File: src/rtl/fp32_mul_pkg.sv
// Shared types, field widths and operand classification for the fp32 multiply sequencer.
package fp32_mul_pkg;

    localparam int          EXP_W = 8;
    localparam int          MAN_W = 23;
    localparam int          BIAS  = 127;
    localparam logic [31:0] QNAN  = 32'h7FC00000;

    typedef enum logic [2:0] {
        IDLE,
        CHECK,
        MUL,
        NORM,
        DONE
    } state_t;

    typedef enum logic [1:0] {
        CLS_ZERO,
        CLS_NORM,
        CLS_INF,
        CLS_NAN
    } fp_class_t;

    typedef struct packed {
        logic nan;
        logic overflow;
        logic underflow;
    } fp_flags_t;

    // Denormals classify as zero: they are flushed before any arithmetic.
    function automatic fp_class_t fp_classify(input logic [31:0] x);
        logic [EXP_W-1:0] e;
        logic [MAN_W-1:0] f;
        e = x[30:23];
        f = x[22:0];
        if (e == '1) begin
            return (f != '0) ? CLS_NAN : CLS_INF;
        end else if (e == '0) begin
            return CLS_ZERO;
        end
        return CLS_NORM;
    endfunction

endpackage

File: src/rtl/fp32_mul_sequencer_if.sv
// Operand/result valid-ready bus of the fp32 multiply sequencer.
interface fp32_mul_sequencer_if;
    import fp32_mul_pkg::*;

    logic        in_valid;
    logic        in_ready;
    logic [31:0] in_a;
    logic [31:0] in_b;
    logic        out_valid;
    logic        out_ready;
    logic [31:0] out_res;
    fp_flags_t   out_flags;

    modport master (
        output in_valid, in_a, in_b, out_ready,
        input  in_ready, out_valid, out_res, out_flags
    );

    modport slave (
        input  in_valid, in_a, in_b, out_ready,
        output in_ready, out_valid, out_res, out_flags
    );

endinterface

File: src/rtl/fp32_mul_sequencer_mant_mul_iter.sv
// Iterative 24x24 shift-add mantissa multiplier retiring BITS_PER_CYC multiplier bits per cycle.
module mant_mul_iter #(
    parameter int BITS_PER_CYC = 1
) (
    input  logic        clk,
    input  logic        rst,
    input  logic        start,
    input  logic [23:0] mcand,
    input  logic [23:0] mplier,
    output logic        busy,
    output logic        done,
    output logic [47:0] product
);
    localparam int ITER  = 24 / BITS_PER_CYC;
    localparam int CNT_W = $clog2(ITER + 1);
    localparam int SUM_W = 24 + BITS_PER_CYC;

    logic [23:0]      mcand_reg;
    logic [47:0]      acc_reg;
    logic [47:0]      acc_next;
    logic [CNT_W-1:0] cnt_reg;
    logic             busy_reg;
    logic [SUM_W-1:0] pp [BITS_PER_CYC];
    logic [SUM_W-1:0] hi_sum;

    // acc low half holds the not-yet-consumed multiplier bits; the high half accumulates.
    generate
        for (genvar gi = 0; gi < BITS_PER_CYC; gi++) begin : g_pp
            assign pp[gi] = acc_reg[gi] ? ({{BITS_PER_CYC{1'b0}}, mcand_reg} << gi) : '0;
        end
    endgenerate

    always_comb begin
        hi_sum = {{BITS_PER_CYC{1'b0}}, acc_reg[47:24]};
        for (int i = 0; i < BITS_PER_CYC; i++) begin
            hi_sum = hi_sum + pp[i];
        end
    end

    assign acc_next = 48'({hi_sum, acc_reg[23:0]} >> BITS_PER_CYC);
    assign done     = busy_reg && (cnt_reg == CNT_W'(ITER - 1));
    assign busy     = busy_reg;
    assign product  = acc_reg;

    always_ff @(posedge clk) begin
        if (rst) begin
            mcand_reg <= '0;
            acc_reg   <= '0;
            cnt_reg   <= '0;
            busy_reg  <= 1'b0;
        end else if (start) begin
            mcand_reg <= mcand;
            acc_reg   <= {24'b0, mplier};
            cnt_reg   <= '0;
            busy_reg  <= 1'b1;
        end else if (busy_reg) begin
            acc_reg <= acc_next;
            if (done) begin
                busy_reg <= 1'b0;
            end else begin
                cnt_reg <= cnt_reg + 1'b1;
            end
        end
    end

endmodule

File: src/rtl/fp32_mul_sequencer.sv
// fp32 multiply sequencer: FSM, unpack, special cases, exponent path, normalise, round, pack.
// Define FP_MUL_RNE_EN for round-to-nearest-even; otherwise results are truncated.
module fp32_mul_sequencer
    import fp32_mul_pkg::*;
#(
    parameter int BITS_PER_CYC = 1
) (
    input  logic                 clk,
    input  logic                 rst,
    fp32_mul_sequencer_if.slave  bus
);

    state_t            state_reg, state_next;
    logic [31:0]       a_reg, b_reg;
    logic              sign_reg;
    logic signed [9:0] exp_reg;
    logic [31:0]       res_reg, res_next;
    fp_flags_t         flags_reg, flags_next;

    fp_class_t         cls_a, cls_b;
    logic              sign_ab;
    logic              is_special;
    logic [31:0]       special_res;
    fp_flags_t         special_flags;
    logic signed [9:0] exp_sum;

    logic              mul_start, mul_busy, mul_done;
    logic [47:0]       mul_product;

    logic [22:0]       frac_pre, frac_fin;
    logic signed [9:0] exp_pre, exp_fin;
    logic              round_inc;
    logic [24:0]       mant_rnd;
    logic [31:0]       norm_res;
    fp_flags_t         norm_flags;
    logic              unused_bits;
`ifdef FP_MUL_RNE_EN
    logic              guard, sticky;
`endif

    assign cls_a      = fp_classify(a_reg);
    assign cls_b      = fp_classify(b_reg);
    assign sign_ab    = a_reg[31] ^ b_reg[31];
    assign is_special = (cls_a != CLS_NORM) || (cls_b != CLS_NORM);
    assign exp_sum    = $signed({2'b00, a_reg[30:23]}) + $signed({2'b00, b_reg[30:23]})
                      - 10'sd127;

    always_comb begin
        special_res   = {sign_ab, 31'b0};
        special_flags = '0;
        if (cls_a == CLS_NAN || cls_b == CLS_NAN ||
            (cls_a == CLS_INF && cls_b == CLS_ZERO) ||
            (cls_a == CLS_ZERO && cls_b == CLS_INF)) begin
            special_res       = QNAN;
            special_flags.nan = 1'b1;
        end else if (cls_a == CLS_INF || cls_b == CLS_INF) begin
            special_res = {sign_ab, 8'hFF, 23'b0};
        end
    end

    mant_mul_iter #(
        .BITS_PER_CYC (BITS_PER_CYC)
    ) u_mant_mul_iter (
        .clk     (clk),
        .rst     (rst),
        .start   (mul_start),
        .mcand   ({1'b1, a_reg[22:0]}),
        .mplier  ({1'b1, b_reg[22:0]}),
        .busy    (mul_busy),
        .done    (mul_done),
        .product (mul_product)
    );

    // The product of two [1,2) mantissas lies in [1,4): at most one right shift normalises it.
    always_comb begin
        if (mul_product[47]) begin
            frac_pre = mul_product[46:24];
            exp_pre  = exp_reg + 10'sd1;
        end else begin
            frac_pre = mul_product[45:23];
            exp_pre  = exp_reg;
        end
`ifdef FP_MUL_RNE_EN
        guard     = mul_product[47] ? mul_product[23] : mul_product[22];
        sticky    = mul_product[47] ? (|mul_product[22:0]) : (|mul_product[21:0]);
        round_inc = guard & (sticky | frac_pre[0]);
`else
        round_inc = 1'b0;
`endif
    end

`ifdef FP_MUL_RNE_EN
    assign unused_bits = mul_busy;
`else
    assign unused_bits = ^{mul_busy, mul_product[22:0]};
`endif

    always_comb begin
        mant_rnd   = {2'b01, frac_pre} + {24'b0, round_inc};
        frac_fin   = mant_rnd[24] ? mant_rnd[23:1] : mant_rnd[22:0];
        exp_fin    = mant_rnd[24] ? exp_pre + 10'sd1 : exp_pre;
        norm_res   = {sign_reg, exp_fin[7:0], frac_fin};
        norm_flags = '0;
        if (exp_fin >= 10'sd255) begin
            norm_res            = {sign_reg, 8'hFF, 23'b0};
            norm_flags.overflow = 1'b1;
        end else if (exp_fin <= 10'sd0) begin
            norm_res             = {sign_reg, 31'b0};
            norm_flags.underflow = 1'b1;
        end
    end

    always_comb begin
        state_next = state_reg;
        mul_start  = 1'b0;
        res_next   = res_reg;
        flags_next = flags_reg;
        unique case (state_reg)
            IDLE: begin
                if (bus.in_valid) state_next = CHECK;
            end
            CHECK: begin
                if (is_special) begin
                    state_next = DONE;
                    res_next   = special_res;
                    flags_next = special_flags;
                end else begin
                    state_next = MUL;
                    mul_start  = 1'b1;
                end
            end
            MUL: begin
                if (mul_done) state_next = NORM;
            end
            NORM: begin
                state_next = DONE;
                res_next   = norm_res;
                flags_next = norm_flags;
            end
            DONE: begin
                if (bus.out_ready) state_next = IDLE;
            end
            default: state_next = IDLE;
        endcase
    end

    always_ff @(posedge clk) begin
        if (rst) begin
            state_reg <= IDLE;
            a_reg     <= '0;
            b_reg     <= '0;
            sign_reg  <= 1'b0;
            exp_reg   <= '0;
            res_reg   <= '0;
            flags_reg <= '0;
        end else begin
            state_reg <= state_next;
            res_reg   <= res_next;
            flags_reg <= flags_next;
            if (state_reg == IDLE && bus.in_valid) begin
                a_reg <= bus.in_a;
                b_reg <= bus.in_b;
            end
            if (state_reg == CHECK) begin
                sign_reg <= sign_ab;
                exp_reg  <= exp_sum;
            end
        end
    end

    assign bus.in_ready  = (state_reg == IDLE);
    assign bus.out_valid = (state_reg == DONE);
    assign bus.out_res   = res_reg;
    assign bus.out_flags = flags_reg;

endmodule
File: src/flat_wrapper.sv
// flat-port wrapper written by rule: the top's interface ports become plain ports
module fp32_mul_sequencer_flat import fp32_mul_pkg::*;
#(
    parameter int BITS_PER_CYC = 1
)
  (clk, rst, bus_in_valid, bus_in_a, bus_in_b, bus_out_ready, bus_in_ready, bus_out_valid, bus_out_res, bus_out_flags);
  fp32_mul_sequencer_if bus_i ();
  input  logic clk;
  input  logic rst;
  input wire logic [$bits(bus_i.in_valid)-1:0] bus_in_valid;
  input wire logic [$bits(bus_i.in_a)-1:0] bus_in_a;
  input wire logic [$bits(bus_i.in_b)-1:0] bus_in_b;
  input wire logic [$bits(bus_i.out_ready)-1:0] bus_out_ready;
  output wire logic [$bits(bus_i.in_ready)-1:0] bus_in_ready;
  output wire logic [$bits(bus_i.out_valid)-1:0] bus_out_valid;
  output wire logic [$bits(bus_i.out_res)-1:0] bus_out_res;
  output wire logic [$bits(bus_i.out_flags)-1:0] bus_out_flags;
  assign bus_i.in_valid = bus_in_valid;
  assign bus_i.in_a = bus_in_a;
  assign bus_i.in_b = bus_in_b;
  assign bus_i.out_ready = bus_out_ready;
  assign bus_in_ready = bus_i.in_ready;
  assign bus_out_valid = bus_i.out_valid;
  assign bus_out_res = bus_i.out_res;
  assign bus_out_flags = bus_i.out_flags;
  fp32_mul_sequencer #(.BITS_PER_CYC(BITS_PER_CYC)) u_core (.clk(clk), .rst(rst), .bus(bus_i));
endmodule
File: config.mk
export PLATFORM = sky130hd
export DESIGN_NAME = fp32_mul_sequencer_flat
export DESIGN_NICKNAME = d
export VERILOG_FILES = /design/src/rtl/fp32_mul_pkg.sv /design/src/rtl/fp32_mul_sequencer_if.sv /design/src/rtl/fp32_mul_sequencer_mant_mul_iter.sv /design/src/rtl/fp32_mul_sequencer.sv /design/src/flat_wrapper.sv
export SDC_FILE = /design/constraint.sdc
export NUM_CORES = 1
export LEC_CHECK = 0
export ABC_CLOCK_PERIOD_IN_PS = 3500
export CORE_UTILIZATION = 40
export CTS_CLUSTER_SIZE = 10
export DETAILED_ROUTE_END_ITERATION = 6
export SYNTH_ARGS = -nofsm -noshare
export SYNTH_HDL_FRONTEND = slang
export SYNTH_HIERARCHICAL = 1
export SYNTH_SLANG_ARGS = --single-unit
File: constraint.sdc
create_clock -name clk -period 3.5 [get_ports clk]
set_input_delay 0.7 -clock clk [delete_from_list [all_inputs] [get_ports clk]]
set_output_delay 0.7 -clock clk [all_outputs]
set_load 0.005 [all_outputs]
Yosys cells after proc, flatten, opt, wreduce, memory -nomap -nowiden. Index checks and enable logic that the tools add are counted.

Word-level logic and storage cells: 101. Output and inout bits: 37. Flip-flop bits (word level): 191.

Eq/ne operators: 17. Mux-type cells: 39. Order comparisons: 2. Bitwise operators: 2. Add/sub/neg operators: 5. Reductions and logical operators: 22.

Operators by type and width (number): 31-bit 2-to-1 mux (3); 24-bit 2-to-1 mux (3); 32-bit 2-to-1 mux (2); 32-bit one-hot mux with 2 select lines (1); 23-bit nonzero test (2); 24-bit by 24-bit adder with 25-bit output (1); 23-bit 2-to-1 mux (1); 8-bit equality test (second input constant) (2); 8-bit logical NOT (2); 1-bit 2-to-1 mux (15); 3-bit 2-to-1 mux (5); 3-bit one-hot mux with 5 select lines (1); 2-bit 2-to-1 mux (6); 10-bit by 2-bit adder with 10-bit output (second input constant) (1); 10-bit by 9-bit >= comparator with 1-bit output (second input constant) (1); 10-bit by 1-bit <= comparator with 1-bit output (second input constant) (1); 10-bit 2-to-1 mux (1); 10-bit by 8-bit subtractor with 10-bit output (second input constant) (1); 8-bit by 8-bit adder with 9-bit output (1); 2-bit equality test (second input constant) (4); 2-bit by 1-bit inequality test with 1-bit output (second input constant) (4); 3-bit by 2-bit equality test with 1-bit output (second input constant) (2); 3-bit one-hot mux with 2 select lines (1); 5-bit by 1-bit adder with 5-bit output (second input constant) (1); other kinds (14) (25).

Depth between registers and ports, before layout. Gate-level depths: netlist of the first run.

Depth in word-level cells: 11. Mapped depth: 11. Mapped depth without buffers: 11.

Hierarchy. Netlist of the first run, hierarchy kept.

Modules (own cells, without submodules): fp32_mul_sequencer (cells each 606, instances 1, area each 5235.0 um^2); mant_mul_iter (cells each 510, instances 1, area each 4315.4 um^2).

Least setup slack after synthesis of the first run. Ideal clock, no wire load.

Path kind: register -> register. Start point: register u_core.u_mant_mul_iter.acc_reg[0] (netlist: u_core/u_mant_mul_iter/product[0]). End point: register u_core.u_mant_mul_iter.acc_reg[41] (netlist: u_core/u_mant_mul_iter/product[41]). Path buffers: 2. Cell stages (with the launch flop): 12. Clock period less this slack: 2.788 ns. Data arrival time: 2.670 ns. Library setup time: 0.117 ns. Path slack: 0.712 ns. Cell sequence: dfxtp_1 > clkbuf_1 > and2_1 > ha_1 > buf_6 > a2111o_1 > a31oi_1 > o21bai_2 > o2111ai_4 > a21oi_2 > or4_1 > a32o_1.

Longest elaborated chain between the ends: 2.

Ends and longest elaborated chain: start: declaration (line fp32_mul_sequencer_mant_mul_iter.sv:19) `logic [47:0] acc_reg;`; start signal: assignment (line fp32_mul_sequencer_mant_mul_iter.sv:53) `acc_reg <= {24'b0, mplier};`; start signal: assignment (line fp32_mul_sequencer_mant_mul_iter.sv:57) `acc_reg <= acc_next;`; 24-bit 2-to-1 mux (line fp32_mul_sequencer_mant_mul_iter.sv:29) `assign pp[gi] = acc_reg[gi] ? ({{BITS_PER_CYC{1'b0}}, mcand_reg} << gi) : '0;`; 24-bit by 24-bit adder with 25-bit output (line fp32_mul_sequencer_mant_mul_iter.sv:36) `hi_sum = hi_sum + pp[i];`.

No other way between the ends. A chain may end at the register's enable or synchronous reset.

Worst setup path after layout of the first run. Ends and elaborated chain as after synthesis.

==> results by group, run 1 <==
Clocking
  – Post-cts sizing count: 0
  – CTS tree: built
  – Post-CTS Hold Buffers: 0
  – Maximum buffer depth of the clock tree: 2
  – CTS Root Cell: clkbuf_16
  – H-Tree Depth: 4
  – Postcts setup bufs: 0
  – Total CTS buffers: 17
  – Worst-path clk slew: about 0.07 ns
  – Clock Latency Late Sink: about 0.43 ns
  – Clock Sinks: approximately 190

Worst setup path
  – CP Class: reg -> reg
  – CP Max Fanout: 25
  – Worst Path Required: between 3 and 4 ns
  – Worst Setup End Kind: flip-flop
  – Critical Path Source Type: flip-flop
  – Flop-to-flop setup slack: roughly 0.42 ns
  – Worst path arrival time: between 3 and 4 ns

STA
  – Fin crit share: just under 90%
  – Relative slew slack: approximately two fifths
  – Worst-margin pin slew: 0.885 ns
  – Hold Slack: 0.455 ns
  – Final Hold Vio Count: 0
  – Final setup vio count: 0
  – Unrepaired setup endpoints after global routing: no
  – Fmax: around 0.32 GHz
  – Setup TNS: 0 ns
  – Final slew viol count: 0
  – Final min period: 3.08 ns
  – Clk_skew: approximately 0.011 ns

Synth
  – Count leader, synth: dfxtp_1
  – Largest area contributor in the netlist: dfxtp_1
  – Mapped Cells: around 1100
  – Post-synthesis register bit count: ~190
  – Post-synth EDFFs: 0
  – Synth Cell Area: 0.00955 sq mm
  – Top post-synthesis cells by count: 191 x dfxtp_1, 181 x nand2_1, 130 x nor2_1
  – Post-synthesis sequential area ratio: between 40% and 50%
  – Top-area cell type share of the netlist area: approximately 40%
  – Unique masters post-synth: 69
  – Post-synth ARST share: 0%
  – Number of synthesis warnings: 6
  – Top post-synthesis cells by area: dfxtp_1 40%, mux2i_1 8.9%, nand2_1 7.1%
  – Synth Flop Type: dfxtp_1
  – Syn Area/Cell: 8.56 sq um

Final layout
  – Final Net Count: approximately 1300
  – Synth-to-layout area growth: 19.5%
  – Largest register FFs: between 40 and 50
  – Layout cells sized above 1: 6.76%
  – Filler instances: between 2000 and 2500
  – Diode count: 0
  – Final Cell Area: between 0.01 and 0.015 sq mm

GRT
  – Largest net degree at the start of global routing: between 70 and 80
  – Initial antenna violation count: 0
  – Total global routing overflow: 0
  – First-pass GRT wire length: roughly 35000 microns
  – Vias in the first global route: 6899
  – GRT Util Overall: approximately 18%

Outcome
  – Failing checks: DRC
  – Status: finished with violations

Power and ir drop
  – Register share of total power: a little under half
  – Logic pwr share: a little over an eighth
  – Switching Share: 26.6%
  – Static leakage: roughly 0.0043 uW
  – Power Density: about 440 mW/mm^2
  – Max VDD drop: 297 uV
  – Switching pwr: 1330 uW
  – Internal: between 3000 and 4000 uW
  – Clock share of power: 38.8%

Min path
  – Worst hold path type: reg -> reg

Detailed routing
  – Starting DRT DRC Count: between 500 and 600
  – Routed wire length: between 20000 and 25000 microns
  – Met3 wire length: roughly 580 microns
  – Highest metal used: met4
  – TritonRoute pass-1 iters: 7
  – Vias per inst: between 5 and 6
  – Final ANT Viol Nets: 0
  – # DRC: 1
  – Vias: around 7700
  – Metal2 WL: approximately 9300 microns
  – WL met1: roughly 11000 microns
  – Wire per inst: approximately 14 microns

Floorplanning
  – Initial cell density of the core: between 40 and 50%
  – Row count: 56
  – Die width: 157 microns
  – Die H: 157 microns
  – Die area: between 0.02 and 0.025 sq mm
  – Placeable Area: approximately 0.023 sq mm
  – I/O pin count: 105

Run
  – Max cap viols: 0

Place
  – Port buffer count: between 100 and 150
  – GPL Wtd Cong: a little under 0.9
  – Post-DP Area: about 0.011 sq mm
  – DP HPWL: about 16000 microns
[cells in the final DEF, fill, tap and decap left out, types with 5 or more instances in the layout]
| cell type | instances |
|---|---|
| nor2_1 | 128 |
| ha_1 | 41 |
| buf_4 | 10 |
| or4_1 | 7 |
| o2bb2ai_2 | 18 |
| nor3_1 | 13 |
| nand4_1 | 10 |
| clkbuf_16 | 17 |
| nand2_1 | 180 |
| o21a_1 | 6 |
| or3_1 | 5 |
| o21ai_0 | 24 |
| dfxtp_1 | 189 |
| nand3_1 | 14 |
| mux2i_1 | 85 |
| inv_1 | 19 |
| and2_1 | 27 |
| clkdlybuf4s50_1 | 103 |
| xnor2_1 | 20 |
| nor4_1 | 15 |
| a211oi_1 | 17 |
| xor2_1 | 13 |
| a21oi_1 | 125 |
| a21o_1 | 6 |
[power groups by stage]
stage / Combinational (uW) / Sequential (uW) / Clock (uW)
after floorplan: 478 / 2390 / 0
after global placement: 684 / 2430 / 0
after detailed placement: 689 / 2440 / 0
after CTS: 692 / 2390 / 2000
after global routing: 763 / 2400 / 2080
final: 685 / 2390 / 1950
[final timing paths]
path,startpoint,end,depth (start not counted)
worst max-delay path,u_core/u_mant_mul_iter/product[0],u_core/u_mant_mul_iter/product[41],10
worst min-delay path,u_core/bus.out_flags[0],u_core/bus.out_flags[0],2
worst max register to register,u_core/u_mant_mul_iter/product[0],u_core/u_mant_mul_iter/product[41],10
worst min register to register,u_core/bus.out_flags[0],u_core/bus.out_flags[0],2
[area by class of cell]
class / count / area [sq um] / share of cell area, %
Tap cell: 319 / 399 / 3.50
Multi-Input combinational cell: 840 / 5360 / 47.0
Sequential cell: 191 / 3830 / 33.5
Clock buffer: 21 / 460 / 4.04
Timing Repair Buffer: 116 / 1170 / 10.2
Clock inverter: 11 / 130 / 1.14
Inverter: 19 / 71.3 / 0.625
[kinds of logic (layout without fill, tap and decap cells)]
kind of cell | Yosys count | after routing | synth area share (%)
compound gates | 245 | 245 | 17.8
xor+xnor | 33 | 33 | 3.03
fa+ha+maj | 43 | 43 | 5.79
buf+inv | 86 | 167 | 4.05
flops | 191 | 191 | 40.0
mux | 85 | 85 | 8.91
other cells | 1 | 2 | 0.0393
simple gates | 432 | 432 | 20.3
[critical path, cell delays in order (launching register included)]
cell and delay, ns:
dfxtp_1 0.48, and2_1 0.25, ha_1 0.21, fa_1 0.42, a21o_1 0.23, a31oi_1 0.20
o21bai_2 0.14, o2111ai_4 0.29, a21oi_2 0.10, or4_1 0.40, a32o_1 0.25
[per-stage QoR]
step / util, % / cells / total power [uW] / setup WS (ns)
after floorplan: - / 1117 / 2860 / 0.712
after global placement: 46.1 / 1485 / 3120 / 0.483
after detailed placement: 46.1 / 1485 / 3120 / 0.421
after CTS: 48.6 / 1517 / 5080 / 0.408
after global routing: 48.6 / 1517 / 5240 / 0.0179
final: 48.6 / 1517 / 5020 / 0.423
[metal layers]
layer	GRT usage [%]	vias to the layer above
li1	-	4054
met1	26.1	3537
met2	26.9	125
met3	2.69	15
met4	5.09	0
met5	0	-
Power figures use the tool's default switching activity.
==> inputs of run 2 (changes only) <==
--- a/config.mk
+++ b/config.mk
@@ -5,7 +5,8 @@
 export SDC_FILE = /design/constraint.sdc
 export NUM_CORES = 1
 export LEC_CHECK = 0
-export ABC_CLOCK_PERIOD_IN_PS = 3500
+export ABC_CLOCK_PERIOD_IN_PS = 2640
+export CORE_ASPECT_RATIO = 0.9
 export CORE_UTILIZATION = 40
 export CTS_CLUSTER_SIZE = 10
 export DETAILED_ROUTE_END_ITERATION = 6
==> constraint.sdc (replaced) <==
create_clock -name clk -period 2.64 [get_ports clk]
set_input_delay 0.528 -clock clk [delete_from_list [all_inputs] [get_ports clk]]
set_output_delay 0.528 -clock clk [all_outputs]
set_load 0.005 [all_outputs]
==> results by group, run 2 (same netlist as run 1, synthesis figures left out) <==
Outcome
  – Status: finished with violations
  – Failing checks: setup timing

Power and ir drop
  – Register share of total power: 45.7% (-1.9 points)
  – Switching Share: 27.3% (+0.68 points)
  – Internal: 5010 uW (+36%)
  – Switching pwr: 1880 uW (+41%)
  – Tot Pwr: 6890 uW (+37%)
  – Static leakage: 0.00448 uW (+5.2%)
  – Max VDD drop: 394 uV (+32%)
  – Logic pwr share: 14.2% (+0.5 points)
  – Power Density: 576 mW/mm^2 (+31%)
  – Clock share of power: 40.1% (+1.3 points)

STA
  – Hold Slack: 0.458 ns (+0.00300 ns)
  – Final setup vio count: 4 (+4)
  – Relative slew slack: 63.6% (+23 points)
  – Worst-margin pin slew: 0.545 ns (-0.339 ns)
  – Final min period: 2.67 ns (-0.406 ns)
  – Final slew viol count: 0 (unchanged)
  – Setup TNS: -0.0725 ns (-0.0725 ns)
  – Fmax: 0.374 GHz (+15%)
  – Fin crit share: 101% (+13 points)
  – Unrepaired setup endpoints after global routing: yes
  – Final Hold Vio Count: 0 (unchanged)
  – Setup slack after layout: -0.0307 ns (-0.454 ns)
  – Clk_skew: 0.0161 ns (+0.00542 ns)

Worst setup path
  – CP max stage cell: or3_1
  – Crit path cell chain: buf_12 -> buf_6 -> and2_4 -> ha_4 -> buf_6 -> nand3_2 -> a21boi_2 -> o311ai_2 -> nand3_1 -> o21a_1 -> or3_1 -> a32o_1
  – CP Class: reg -> reg
  – Flop-to-flop setup slack: -0.03 ns (-0.45 ns)
  – CP Max Fanout: 8 (-68%)
  – CP most frequent cell: buf_6
  – Worst Path Required: 2.96 ns (-0.86 ns)
  – CP top delay family: compound AO/OA/AOI/OAI gates
  – Worst path arrival time: 2.99 ns (-0.41 ns)
  – Critical Path Source Type: flip-flop
  – Max incr delay on CP: 0.37 ns (-0.11 ns)
  – FF-to-FF path depth: 12 (+2)
  – Cell depth of the worst setup path: 12 (+2)
  – Crit path buf inv count: 3 (+3)
  – Worst Setup End Kind: flip-flop

Final layout
  – Most frequent cells in the layout: 188 x dfxtp_1, 180 x nand2_1, 128 x nor2_1
  – Largest register FFs: 48 (unchanged)
  – Commonest non-fill, non-tap cell in the layout: dfxtp_1
  – Diode count: 0 (unchanged)
  – Final Cell Area: 0.0120 sq mm (+4.9%)
  – Synth-to-layout area growth: 25.3%
  – Final Net Count: 1337 (+3.2%)
  – Final core utilization: 51.1% (+2.5 points)
  – Layout cells sized above 1: 12.2% (+5.4 points)
  – Filler instances: 2249 (-2.1%)

Detailed routing
  – Vias: 8064 (+4.3%)
  – Highest metal used: met4
  – Vias per inst: 5.23 (+2.7%)
  – Wire per inst: 15.3 microns (+7.9%)
  – WL met1: 12000 microns (+6.3%)
  – Metal2 WL: 10500 microns (+12%)
  – # DRC: 0 (-1)
  – Starting DRT DRC Count: 416 (-17%)
  – Final ANT Viol Nets: 0 (unchanged)
  – Routed wire length: 23500 microns (+9.6%)
  – Met3 wire length: 774 microns (+34%)
  – TritonRoute pass-1 iters: 4 (-3)

GRT
  – Total global routing overflow: 0 (unchanged)
  – Vias in the first global route: 7364 (+6.7%)
  – Initial antenna violation count: 0 (unchanged)
  – First-pass GRT wire length: 38000 microns (+8.2%)
  – Largest net degree at the start of global routing: 102 (+38%)
  – GRT Util Overall: 19.7% (+1.8 points)

Place
  – Post-DP Area: 0.0111 sq mm (+2.4%)
  – Port buffer count: 104 (unchanged)
  – GPL Wtd Cong: 0.902 (+0.78%)
  – DP HPWL: 16600 microns (+6.0%)

Min path
  – Worst hold path type: reg -> reg
  – Hold Path Depth: 2 (unchanged)

Run
  – Max cap viols: 0 (unchanged)

Floorplanning
  – Die width: 165 microns (+5.3%)
  – Die H: 149 microns (-5.1%)
  – Row count: 53 (-5.4%)
  – Initial cell density of the core: 40.8% (+0.11 points)
  – Die area: 0.0245 sq mm (about the same)
  – Placeable Area: 0.0234 sq mm (-0.27%)
  – I/O pin count: 105 (unchanged)

Clocking
  – Worst-path clk slew: 0.07 ns (about the same)
  – Post-CTS Hold Buffers: 0 (unchanged)
  – Clock Latency Late Sink: 0.43 ns (about the same)
  – Maximum buffer depth of the clock tree: 2 (unchanged)
  – CTS Root Cell: clkbuf_16
  – Total CTS buffers: 17 (unchanged)
  – Clock Sinks: 191 (unchanged)
  – CTS tree: built
  – H-Tree Depth: 4 (unchanged)
## run 2: cell types whose count changed in the layout (fill, tap and decap cells not counted), moves of 4 or more
cell     before  now
inv_8         0    4
and2_1       27   23
a21oi_1     125  121
and2_4        0    4
buf_4        10   46
ha_4          0    8
ha_1         41   31
## run 2: power groups by stage
stage | Combinational [uW] | Sequential (uW) | Clock (uW)
finish | 981 | 3150 | 2760
global placement | 974 | 3210 | 0
floorplan | 634 | 3160 | 0
global route | 1090 | 3170 | 2970
detailed placement | 979 | 3210 | 0
CTS | 987 | 3150 | 2820
## run 2: final timing paths
check | startpoint | end
worst min register to register | u_core/bus.out_flags[0] | u_core/bus.out_flags[0]
worst max-delay path | u_core/u_mant_mul_iter/product[0] | u_core/u_mant_mul_iter/product[44]
worst min-delay path | u_core/bus.out_flags[0] | u_core/bus.out_flags[0]
worst max register to register | u_core/u_mant_mul_iter/product[0] | u_core/u_mant_mul_iter/product[44]
## run 2: routing by layer
metal / vias to the layer above / global-route usage, %
met5: - / 0
met4: 0 / 5.55
met3: 15 / 2.98
met2: 156 / 29.7
met1: 3762 / 28.8
li1: 4131 / -
## run 2: worst register-to-register path, delay by kind of cell (launching register included)
family / cells / cell delay [ns]
buffers and inverters: 3 / 0.37
AO/OA/AOI/OAI: 4 / 0.83
flip-flops: 1 / 0.36
AND/OR/NAND/NOR: 4 / 0.77
adder cells (fa/ha/maj): 1 / 0.26
## run 2: stage by stage
step,instances,worst slack [ns]
after floorplan,1117,-0.0496
after global placement,1500,-0.126
after detailed placement,1500,-0.150
after CTS,1538,-0.00237
after global routing,1541,-0.127
final,1541,-0.0307
## run 2: layout make-up
cell class | instances | area, sq um | share of cell area (%)
Clock buffer | 18 | 439 | 3.67
Clock inverter | 14 | 198 | 1.65
Inverter | 19 | 71.3 | 0.596
Multi-Input combinational cell | 840 | 5540 | 46.2
Sequential cell | 191 | 3830 | 32.0
Tap cell | 302 | 378 | 3.16
Timing Repair Buffer | 157 | 1520 | 12.7
## run 2: what timing repair did
| item | 4_1_cts | 5_1_grt |
|---|---|---|
| cloned | 0 | 0 |
| gates resized for setup | 18 | 16 |
| setup buffers | 6 | 3 |
| pin swaps | 6 | 10 |
| endpoints found under the hold margin | 0 | 0 |
| setup endpoints to repair | 4 | 11 |
==> inputs of run 3 (changes only) <==
--- a/config.mk
+++ b/config.mk
@@ -10,6 +10,7 @@
 export CORE_UTILIZATION = 40
 export CTS_CLUSTER_SIZE = 10
 export DETAILED_ROUTE_END_ITERATION = 6
+export RECOVER_POWER = 100
 export SYNTH_ARGS = -nofsm -noshare
 export SYNTH_HDL_FRONTEND = slang
 export SYNTH_HIERARCHICAL = 1
==> results by group, run 3 (same netlist as run 1, synthesis figures left out) <==
Min path
  – Worst Hold Launch: u_core/bus.out_flags[0]
  – Worst hold path type: reg -> reg
  – Hold Path Depth: 2 (unchanged)

STA
  – Unrepaired setup endpoints after global routing: yes
  – Setup slack after layout: -0.0344 ns (-0.00374 ns)
  – Final slew viol count: 0 (unchanged)
  – Clk_skew: 0.0157 ns (-0.000321 ns)
  – Fin crit share: 101% (+0.14 points)
  – Relative slew slack: 24.0% (-40 points)
  – Final setup vio count: 3 (-1)
  – Final Hold Vio Count: 0 (unchanged)
  – Final min period: 2.67 ns (+0.00374 ns)
  – Worst-margin pin slew: 1.14 ns (+0.594 ns)
  – Fmax: 0.374 GHz (-0.14%)

Worst setup path
  – Worst Setup End Kind: flip-flop
  – Worst path arrival time: 2.99 ns (about the same)
  – Critical Path Source: u_core/u_mant_mul_iter/product[0]
  – Critical Path Source Type: flip-flop
  – Flop-to-flop setup slack: -0.03 ns (about the same)
  – Worst Path Required: 2.96 ns (about the same)
  – Worst flop-to-flop path startpoint: u_core/u_mant_mul_iter/product[0]
  – CP Max Fanout: 8 (unchanged)
  – CP Class: reg -> reg
  – FF-to-FF path depth: 12 (unchanged)

Place
  – DP Worst Slack: -0.150 ns (unchanged)
  – DP HPWL: 16600 microns (unchanged)
  – GPL Wtd Cong: 0.902 (unchanged)
  – Port buffer count: 104 (unchanged)

Power and ir drop
  – Tot Pwr: 6870 uW (-0.30%)
  – Max VDD drop: 394 uV (+0.12%)
  – Static leakage: 0.00459 uW (+2.4%)
  – Power Density: 575 mW/mm^2 (about the same)

Final layout
  – Largest register FFs: 48 (unchanged)
  – Most frequent cells in the layout: 189 x dfxtp_1, 180 x nand2_1, 128 x nor2_1
  – Filler instances: 2254 (+0.22%)
  – Layout cells sized above 1: 11.9% (-0.24 points)
  – Commonest non-fill, non-tap cell in the layout: dfxtp_1
  – Final Net Count: 1337 (unchanged)
  – Synth-to-layout area growth: 25.0%
  – Diode count: 0 (unchanged)

GRT
  – Total global routing overflow: 0 (unchanged)
  – Top Usage Layer GRT: met2
  – Met3 Track Usage GR: 2.98% (unchanged)
  – First-pass GRT wire length: 38000 microns (unchanged)
  – Initial antenna violation count: 0 (unchanged)
  – Largest net degree at the start of global routing: 102 (unchanged)
  – GRT Util Overall: 19.7% (unchanged)
  – M2 GR Usage: 29.7% (unchanged)
  – Grt met1 use: 28.8% (unchanged)
  – Vias in the first global route: 7364 (unchanged)

Floorplanning
  – Initial cell density of the core: 40.8% (unchanged)
  – I/O pin count: 105 (unchanged)
  – Placeable Area: 0.0234 sq mm (unchanged)
  – Die H: 149 microns (unchanged)
  – Die area: 0.0245 sq mm (unchanged)
  – Row count: 53 (unchanged)
  – Die width: 165 microns (unchanged)

Clocking
  – Worst-path clk slew: 0.07 ns (about the same)
  – Maximum buffer depth of the clock tree: 2 (unchanged)
  – CTS Root Cell: clkbuf_16
  – Clock Sinks: 191 (unchanged)
  – Clock Latency Late Sink: 0.43 ns (about the same)
  – CTS tree: built
  – H-Tree Depth: 4 (unchanged)
  – Post-CTS Hold Buffers: 0 (unchanged)
  – Total CTS buffers: 17 (unchanged)

Detailed routing
  – Vias per inst: 5.23 (about the same)
  – Wire per inst: 15.3 microns (+0.14%)
  – Starting DRT DRC Count: 425 (+2.2%)
  – Final ANT Viol Nets: 0 (unchanged)
  – Vias: 8062 (-0.025%)
  – Routed wire length: 23500 microns (+0.14%)
  – # DRC: 0 (unchanged)
  – TritonRoute pass-1 iters: 5 (+1)

Outcome
  – Failing checks: setup timing
  – Status: finished with violations

Run
  – Max cap viols: 0 (unchanged)
## run 3: changes by cell type in the layout (fill, tap and decap cells not counted), sizes merged
cell,previous run,this run
dlygate4sd3,0,37
clkbuf,18,24
clkdlybuf4s50,103,66
buf,54,48
## run 3: metal layers
layer	wire (microns)	vias up
met3	741	13
met1	12100	3775
li1	-	4133
met4	197	0
met5	0	-
met2	10500	141
## run 3: cell type report
type | instances | area (sq um) | share of cell area (%)
Multi-Input combinational cell | 840 | 5540 | 46.4
Timing Repair Buffer | 157 | 1490 | 12.5
Inverter | 19 | 71.3 | 0.597
Clock inverter | 14 | 198 | 1.66
Tap cell | 302 | 378 | 3.16
Clock buffer | 18 | 439 | 3.68
Sequential cell | 191 | 3830 | 32.1
## run 3: path summary, 6_finish.rpt
check,end
min reg2reg,u_core/bus.out_flags[0]
max,u_core/u_mant_mul_iter/product[44]
max reg2reg,u_core/u_mant_mul_iter/product[44]
min,u_core/bus.out_flags[0]
## run 3: stage by stage
stage / instances / hold WS, ns / TNS, ns / util, % / instance area [sq um]
after floorplan: 1117 / 0.444 / -0.0961 / - / 9570
after global placement: 1500 / 0.443 / -0.346 / 47.3 / 11100
final: 1541 / 0.455 / -0.0619 / 51.0 / 11900
after detailed placement: 1500 / 0.449 / -0.479 / 47.3 / 11100
after global routing: 1541 / 0.480 / -0.576 / 51.0 / 11900
after CTS: 1538 / 0.459 / -0.00444 / 50.7 / 11900
## run 3: worst max-delay path: stages, from the launching register on
cell and delay, ns:
dfxtp_4 0.36, buf_12 0.13, buf_6 0.11, and2_4 0.16, ha_4 0.26, buf_6 0.13, nand3_2 0.06, a21boi_2 0.07
o311ai_2 0.29, nand3_1 0.18, o21a_1 0.21, or3_1 0.37, a32o_1 0.25
## run 3: report_power, final
group / switching (uW) / leakage (uW) / internal (uW)
Sequential: 132 / 0.00155 / 3020
Combinational: 542 / 0.00273 / 421
Clock: 1200 / 0.000308 / 1560
Total: 1870 / 0.00459 / 4990
## run 3: repair_timing
action,4_1_cts,5_1_grt
gates resized for setup,18,16
pin swaps,6,10
endpoints found under the hold margin,0,0
endpoints found under the setup margin,4,11
buffers inserted,6,3
